**src/rtl/fetch_ctrl.sv**
```systemverilog
// Fetch controller: issues one instruction-memory read per instruction, waits
// for the acknowledge or a timeout, and presents the result to IF/ID.
// A CP0 redirect cancels whatever is in flight. An outstanding read is drained
// so that its late acknowledge never reaches IF/ID.
module fetch_ctrl #(
    parameter int unsigned MAX_WAIT = 16
) (
    input  logic        clk,
    input  logic        reset,
    input  logic [31:0] pc,
    input  logic [4:0]  pc_exc,
    input  logic        redirect,
    input  logic        hold,
    output logic        im_req,
    output logic [31:0] im_addr,
    input  logic        im_ack,
    input  logic [31:0] im_rdata,
    output logic        valid,
    output logic [31:0] code,
    output logic [4:0]  exc,
    output logic        stallPC,
    output logic [31:0] fetch_cnt
);

    typedef enum logic [1:0] {StIdle, StWait, StFull, StDrain} state_e;

    localparam logic [7:0] LastWait = 8'(MAX_WAIT - 1);
    localparam logic [4:0] ExcIbe   = 5'd6;  // instruction bus error

    state_e      state_q, state_d;
    logic [7:0]  wait_cnt_q, wait_cnt_d;
    logic [31:0] code_q, code_d;
    logic [4:0]  exc_q, exc_d;
    logic [31:0] fetch_cnt_q, fetch_cnt_d;
    logic        req_c, valid_c, stall_c;
    logic        wait_last;

    assign wait_last = (wait_cnt_q == LastWait);

    // Next-state and output decode; redirect outranks every other event.
    always_comb begin
        state_d     = state_q;
        wait_cnt_d  = wait_cnt_q;
        code_d      = code_q;
        exc_d       = exc_q;
        fetch_cnt_d = fetch_cnt_q;
        req_c       = 1'b0;
        valid_c     = 1'b0;
        stall_c     = 1'b1;
        unique case (state_q)
            StIdle: begin
                if (redirect) begin
                    stall_c = 1'b0;
                end else if (pc_exc != 5'd0) begin
                    code_d  = 32'd0;
                    exc_d   = pc_exc;
                    state_d = StFull;
                end else begin
                    req_c      = 1'b1;
                    wait_cnt_d = 8'd0;
                    state_d    = StWait;
                end
            end
            StWait: begin
                wait_cnt_d = wait_cnt_q + 8'd1;
                if (redirect) begin
                    stall_c = 1'b0;
                    state_d = StDrain;
                end else if (im_ack) begin
                    code_d  = im_rdata;
                    exc_d   = 5'd0;
                    state_d = StFull;
                end else if (wait_last) begin
                    code_d  = 32'd0;
                    exc_d   = ExcIbe;
                    state_d = StFull;
                end
            end
            StFull: begin
                if (redirect) begin
                    stall_c = 1'b0;
                    state_d = StIdle;
                end else begin
                    valid_c = 1'b1;
                    if (!hold) begin
                        stall_c     = 1'b0;
                        fetch_cnt_d = fetch_cnt_q + 32'd1;
                        state_d     = StIdle;
                    end
                end
            end
            StDrain: begin
                wait_cnt_d = wait_cnt_q + 8'd1;
                if (redirect) begin
                    stall_c = 1'b0;
                end else if (im_ack || wait_last) begin
                    state_d = StIdle;
                end
            end
            default: state_d = StIdle;
        endcase
    end

    // State and buffer registers, cleared asynchronously by reset.
    always_ff @(posedge clk or negedge reset) begin
        if (!reset) begin
            state_q     <= StIdle;
            wait_cnt_q  <= 8'd0;
            code_q      <= 32'd0;
            exc_q       <= 5'd0;
            fetch_cnt_q <= 32'd0;
        end else begin
            state_q     <= state_d;
            wait_cnt_q  <= wait_cnt_d;
            code_q      <= code_d;
            exc_q       <= exc_d;
            fetch_cnt_q <= fetch_cnt_d;
        end
    end

    // Outputs are masked by reset so they take reset values without a clock.
    assign im_req    = reset & req_c;
    assign im_addr   = im_req ? pc : 32'd0;
    assign valid     = reset & valid_c;
    assign stallPC   = ~reset | stall_c;
    assign code      = code_q;
    assign exc       = exc_q;
    assign fetch_cnt = fetch_cnt_q;

endmodule

```
**config.mk**
```make
export PLATFORM = sky130hd
export DESIGN_NAME = fetch_ctrl
export DESIGN_NICKNAME = d
export VERILOG_FILES = /design/src/rtl/fetch_ctrl.sv
export SDC_FILE = /design/constraint.sdc
export NUM_CORES = 1
export LEC_CHECK = 0
export ABC_CLOCK_PERIOD_IN_PS = 3000
export CAP_MARGIN = 20
export CORE_UTILIZATION = 40
export DETAILED_ROUTE_END_ITERATION = 6
export GPL_ROUTABILITY_DRIVEN = 0
export PLACE_DENSITY = 0.77
export SLEW_MARGIN = 10
export SYNTH_ARGS = -nofsm -noshare
export SYNTH_HDL_FRONTEND = slang
export SYNTH_SLANG_ARGS = --single-unit
```
**constraint.sdc**
```tcl
create_clock -name clk -period 3 [get_ports clk]
set_input_delay 0.3 -clock clk [delete_from_list [all_inputs] [get_ports clk]]
set_output_delay 0.3 -clock clk [all_outputs]
set_load 0.005 [all_outputs]
```
Word level (Yosys, flattened, before mapping). Index checks and enable logic that the tools add are counted.

Register bits after elaboration: 79. Input port bits: 74. Logic and storage cells: 71.

$add $sub $neg: 2. Eq/ne operators: 13. Muxes and demuxes: 34. Bitwise operators: 6. Reductions and logical operators: 11.

Operators by type and width (count): $mux W32 (6); $pmux W32 S2 (1); $add A32 B1 Y32 const B (1); $mux W5 (5); $mux W2 (9); $mux W8 (2); $pmux W8 S2 (1); $ne A2 B2 Y1 const B (6); $pmux W5 S2 (1); $reduce_and A5 Y1 (2); $add A8 B1 Y8 const B (1); $eq A8 B4 Y1 const B (1); $pmux W2 S4 (1); $mux W1 (7); $ne A3 B3 Y1 const B (2); $reduce_and A3 Y1 (2); $reduce_bool A5 Y1 (1); $eq A2 B2 Y1 const B (2); $ne A4 B4 Y1 const B (1); $reduce_bool A2 Y1 (2); $not A1 Y1 (3); $reduce_or A3 Y1 (1); $and A1 B1 Y1 (2); $eq A2 B1 Y1 const B (1); 5 further kinds (5).

Depth between registers and ports, before layout.
Word-level depth: 6. Depth in mapped cells: 8. Depth with buffers taken out: 5.

Worst setup path after synthesis. Ideal clock, no wire load.

Path type: reg2reg. Start: register state_q[0]. End: register fetch_cnt_q[20], in the netlist fetch_cnt[20]. Library setup time: 80 ps. Arrival: 2158 ps. Required time: 2920 ps. Slack: 763 ps. Stages on the path, launching flop included: 8. Path buffers: 3. Path through: dfrtp_1 buf_6 or4b_4 buf_6 or4_4 buf_6 nor4_2 xnor2_1.

Cells in the longest elaborated chain, start to end: 2.

Ends and longest elaborated chain: from (decl) (line 30) `state_e state_q, state_d;`; from (signal assigned) (line 107) `state_q <= StIdle;`; from (signal assigned) (line 113) `state_q <= state_d;`; $eq A2 B2 Y1 (line 50) `unique case (state_q)`; $reduce_and A3 Y1 (no line); to (signal assigned) (line 117) `fetch_cnt_q <= fetch_cnt_d;`; to (decl) (line 34) `logic [31:0] fetch_cnt_q, fetch_cnt_d;`.

Every way passes these cells. A chain may end at the register's enable or synchronous reset.

Final worst setup path.
Start: register state_q[0]. End: output im_addr[19].

Cells in the longest elaborated chain, start to end: 4.

Ends and longest elaborated chain: $logic_not A2 Y1 (line 50); $mux W1 (line 50); $and A1 B1 Y1 (line 122) `assign im_req = reset & req_c;`; $mux W32 (line 123) `assign im_addr = im_req ? pc : 32'd0;`; to (decl) (line 15) `output logic [31:0] im_addr,`.

Every way passes these cells.

==> flow_summary.json <==
{
  "fin_setup_tns_ns": 0,
  "drcViolationCount": 0,
  "numCtsBuffers": 9,
  "p_clk_frac": 0.324,
  "hp-class": "in2async",
  "drt_wl_total_mm": 10.09,
  "synth_cells": 399,
  "r2r_start": "state_q[0]",
  "drive_above_1_share": 0.05336,
  "synthArstFlopShare": 1.000,
  "max_cap_violations": 0,
  "fp.dieH_um": 101.4,
  "p_switching_w": 0.0006861,
  "rsz0062_at_grt": "false",
  "die_x_um": 101.4,
  "fillers": 776,
  "hpwl_mm": 7.852,
  "crit_path_start": "state_q[0]",
  "clockBufferDepth": 2,
  "yosysUniqueCellTypes": 41,
  "clkSinkCount": 79,
  "drv_slew": 0,
  "cts_tree": "yes",
  "arrival_ns": 2.24,
  "grt_usage": 0.2026,
  "start_util": 0.4194,
  "worst_pin_slew_ns": 0.9828,
  "grt_pass1_wl_mm": 16.10,
  "port_buffers": 177,
  "fmax_mhz": 394.3,
  "antenna_found_initial": 0,
  "ios": 178,
  "drt_iter0_markers": 134,
  "fin_skew_ns": 0.01252,
  "netlist_area_um2": 3949,
  "hold-worst-slack_ns": 0.2279,
  "ys_seq_elements": 79,
  "power_frac_seq": 0.485,
  "grt_max_degree": 80,
  "first_global_vias": 3413,
  "ir_drop_mv": 0.2655,
  "synth_nets": 475,
  "p_per_area_nw_per_um2": 430.3,
  "clk_pin_slew_worst_paths_ns": 0.09,
  "via_per_inst": 4.814,
  "synth_edf_count": 0,
  "dr.pass1.iters": 4,
  "status": "finished clean",
  "crit_required_ns": 2.70,
  "wl_per_cell_um": 14.21,
  "p_sw_frac": 0.2631,
  "yosys_warnings": 0,
  "worst-setup-path-type": "reg2out",
  "clk_latency_ns": 0.35,
  "setup_viol": 0,
  "max_stage_delay_ns": 0.50,
  "n_antenna_cell": 0,
  "worst_path_max_delay_cell": "clkdlybuf4s50_1",
  "synth_seq_area_share": 0.5006,
  "core_um2": 9415,
  "ctsHoldBuffers": 0,
  "worstPathMaxFanout": 33,
  "synth-main-ff-cell": "dfrtp_1",
  "htree_levels": 3,
  "hold_viol_final": 0,
  "critPathCaptureType": "primary output",
  "syn-mean-instance-area_um2": 9.897,
  "fin_crit_sh": 0.8454,
  "vias": 3418,
  "cts_root_buffer": "clkbuf_8",
  "syn_to_final_growth_pct": 53.49,
  "cts_setup_buffers": 0,
  "p_leak_nw": 2.557,
  "nNetsFinal": 652,
  "combPwrFrac": 0.191,
  "start_kind": "flop",
  "antenna_left": 0,
  "layout_min_cycle_time_ns": 2.536,
  "path_cells": "inv_1 -> nand4_1 -> nor2_1 -> buf_4 -> and2_1 -> clkdlybuf4s50_1",
  "overflow": 0,
  "num_rows": 35,
  "cts_resized": 0,
  "p_int_w": 0.001922,
  "slew-limit-headroom": 0.3448,
  "fp.dieArea_um2": 10270
}
cells in the mapped netlist (all sizes together), types with 2 or more instances:
| library cell | n | share of area |
|---|---|---|
| nor3 | 8 | 0.010 |
| mux2i | 35 | 0.089 |
| xor2 | 13 | 0.029 |
| nor3b | 2 | 0.0038 |
| xnor2 | 20 | 0.044 |
| nor4 | 6 | 0.016 |
| or4 | 4 | 0.0086 |
| nand4 | 8 | 0.013 |
| and3 | 4 | 0.0063 |
| mux2 | 2 | 0.0057 |
| and4 | 3 | 0.0067 |
| o211ai | 2 | 0.0038 |
| nand3 | 14 | 0.018 |
| buf | 9 | 0.017 |
| a21boi | 2 | 0.0038 |
| nand2 | 54 | 0.051 |
| nor2 | 15 | 0.014 |
| dfrtp | 79 | 0.50 |
| ha | 2 | 0.0063 |
| inv | 48 | 0.046 |
| a21oi | 2 | 0.0025 |
| clkbuf | 9 | 0.0086 |
| and2 | 33 | 0.052 |
| o31ai | 5 | 0.0095 |
| o21ai | 6 | 0.0076 |
| or3 | 5 | 0.0079 |
final timing paths:
kind,endpoint,slack [ns],cells after the start
worst max-delay path,im_addr[19],0.46,6
worst min-delay path,fetch_cnt[0],0.23,2
worst max register to register,fetch_cnt[30],0.70,4
worst min register to register,fetch_cnt[31],0.48,1
max in group asynchronous,fetch_cnt[27],2.15,2
min in group clk,fetch_cnt[31],0.48,1
layout by cell type, fill, tap and decap left out, types with 6 or more instances in the layout:
| cell | instances |
|---|---|
| and2_1 | 33 |
| buf_4 | 7 |
| clkbuf_8 | 9 |
| clkdlybuf4s50_1 | 176 |
| dfrtp_1 | 79 |
| inv_1 | 48 |
| mux2i_1 | 35 |
| nand2_1 | 54 |
| nand3_1 | 14 |
| nand4_1 | 8 |
| nor2_1 | 14 |
| nor3_1 | 8 |
| o21ai_0 | 6 |
| xnor2_1 | 20 |
| xor2_1 | 13 |
per-layer routing:
layer | part of all wire | routed length [µm] | vias up | global-route usage
met4 | 0.011 | 114 | 0 | 0.06689
met3 | 0.067 | 679 | 11 | 0.05245
met5 | 0 | 0 | - | 0
met1 | 0.40 | 4071 | 1602 | 0.2317
li1 | - | - | 1654 | -
met2 | 0.52 | 5220 | 151 | 0.3679
power by group through the flow:
stage               sequential, W  combinational [W]  clock, W
global placement          0.00128           0.000495         0
global route              0.00129           0.000547  0.000920
detailed placement        0.00128           0.000507         0
floorplan                 0.00127           0.000219         0
finish                    0.00127           0.000498  0.000845
CTS                       0.00126           0.000507  0.000867
metrics by stage:
| step | total power (W) | cells | utilization | setup slack (ns) | instance area (µm²) |
|---|---|---|---|---|---|
| global placement | 0.001778 | 694 | 0.6211 | 0.3962 | 5848 |
| detailed placement | 0.001790 | 694 | 0.6211 | 0.3237 | 5848 |
| CTS | 0.002638 | 710 | 0.6437 | 0.4287 | 6061 |
| floorplan | 0.001486 | 399 | - | 0.7625 | 3949 |
| global route | 0.002753 | 710 | 0.6437 | 0.1904 | 6061 |
| finish | 0.002608 | 710 | 0.6437 | 0.4639 | 6061 |
sequential cells by signal, indices dropped and copies added, names as in the netlist:
register    cells
exc             5
state_q         2
wait_cnt_q      8
code           32
fetch_cnt      32
kinds of logic after synthesis:
kind of cell	count (synthesis)	synth area share
compound gates	21	0.03549
simple gates	161	0.2189
xor+xnor	33	0.07319
flops	79	0.5006
fa+ha+maj	2	0.006336
mux	37	0.09442
buf+inv	66	0.07097
critical path: cells and delay by family (launching register included):
| family | cells | cell delay [ns] |
|---|---|---|
| DFF | 1 | 0.48 |
| buffers and inverters | 3 | 0.98 |
| and+or+nand+nor | 3 | 0.42 |
layout make-up:
class / count / area (µm²) / share of cell area
sequential: 79 / 1977 / 0.3262
timing repair buffer: 184 / 1834 / 0.3026
clock inverter: 6 / 85.08 / 0.01404
tap: 129 / 161.4 / 0.02663
clock buffer: 10 / 127.6 / 0.02106
multi-input combinational: 254 / 1695 / 0.2797
inverter: 48 / 180.2 / 0.02973
Note: power is estimated with default switching activity, not from simulation.
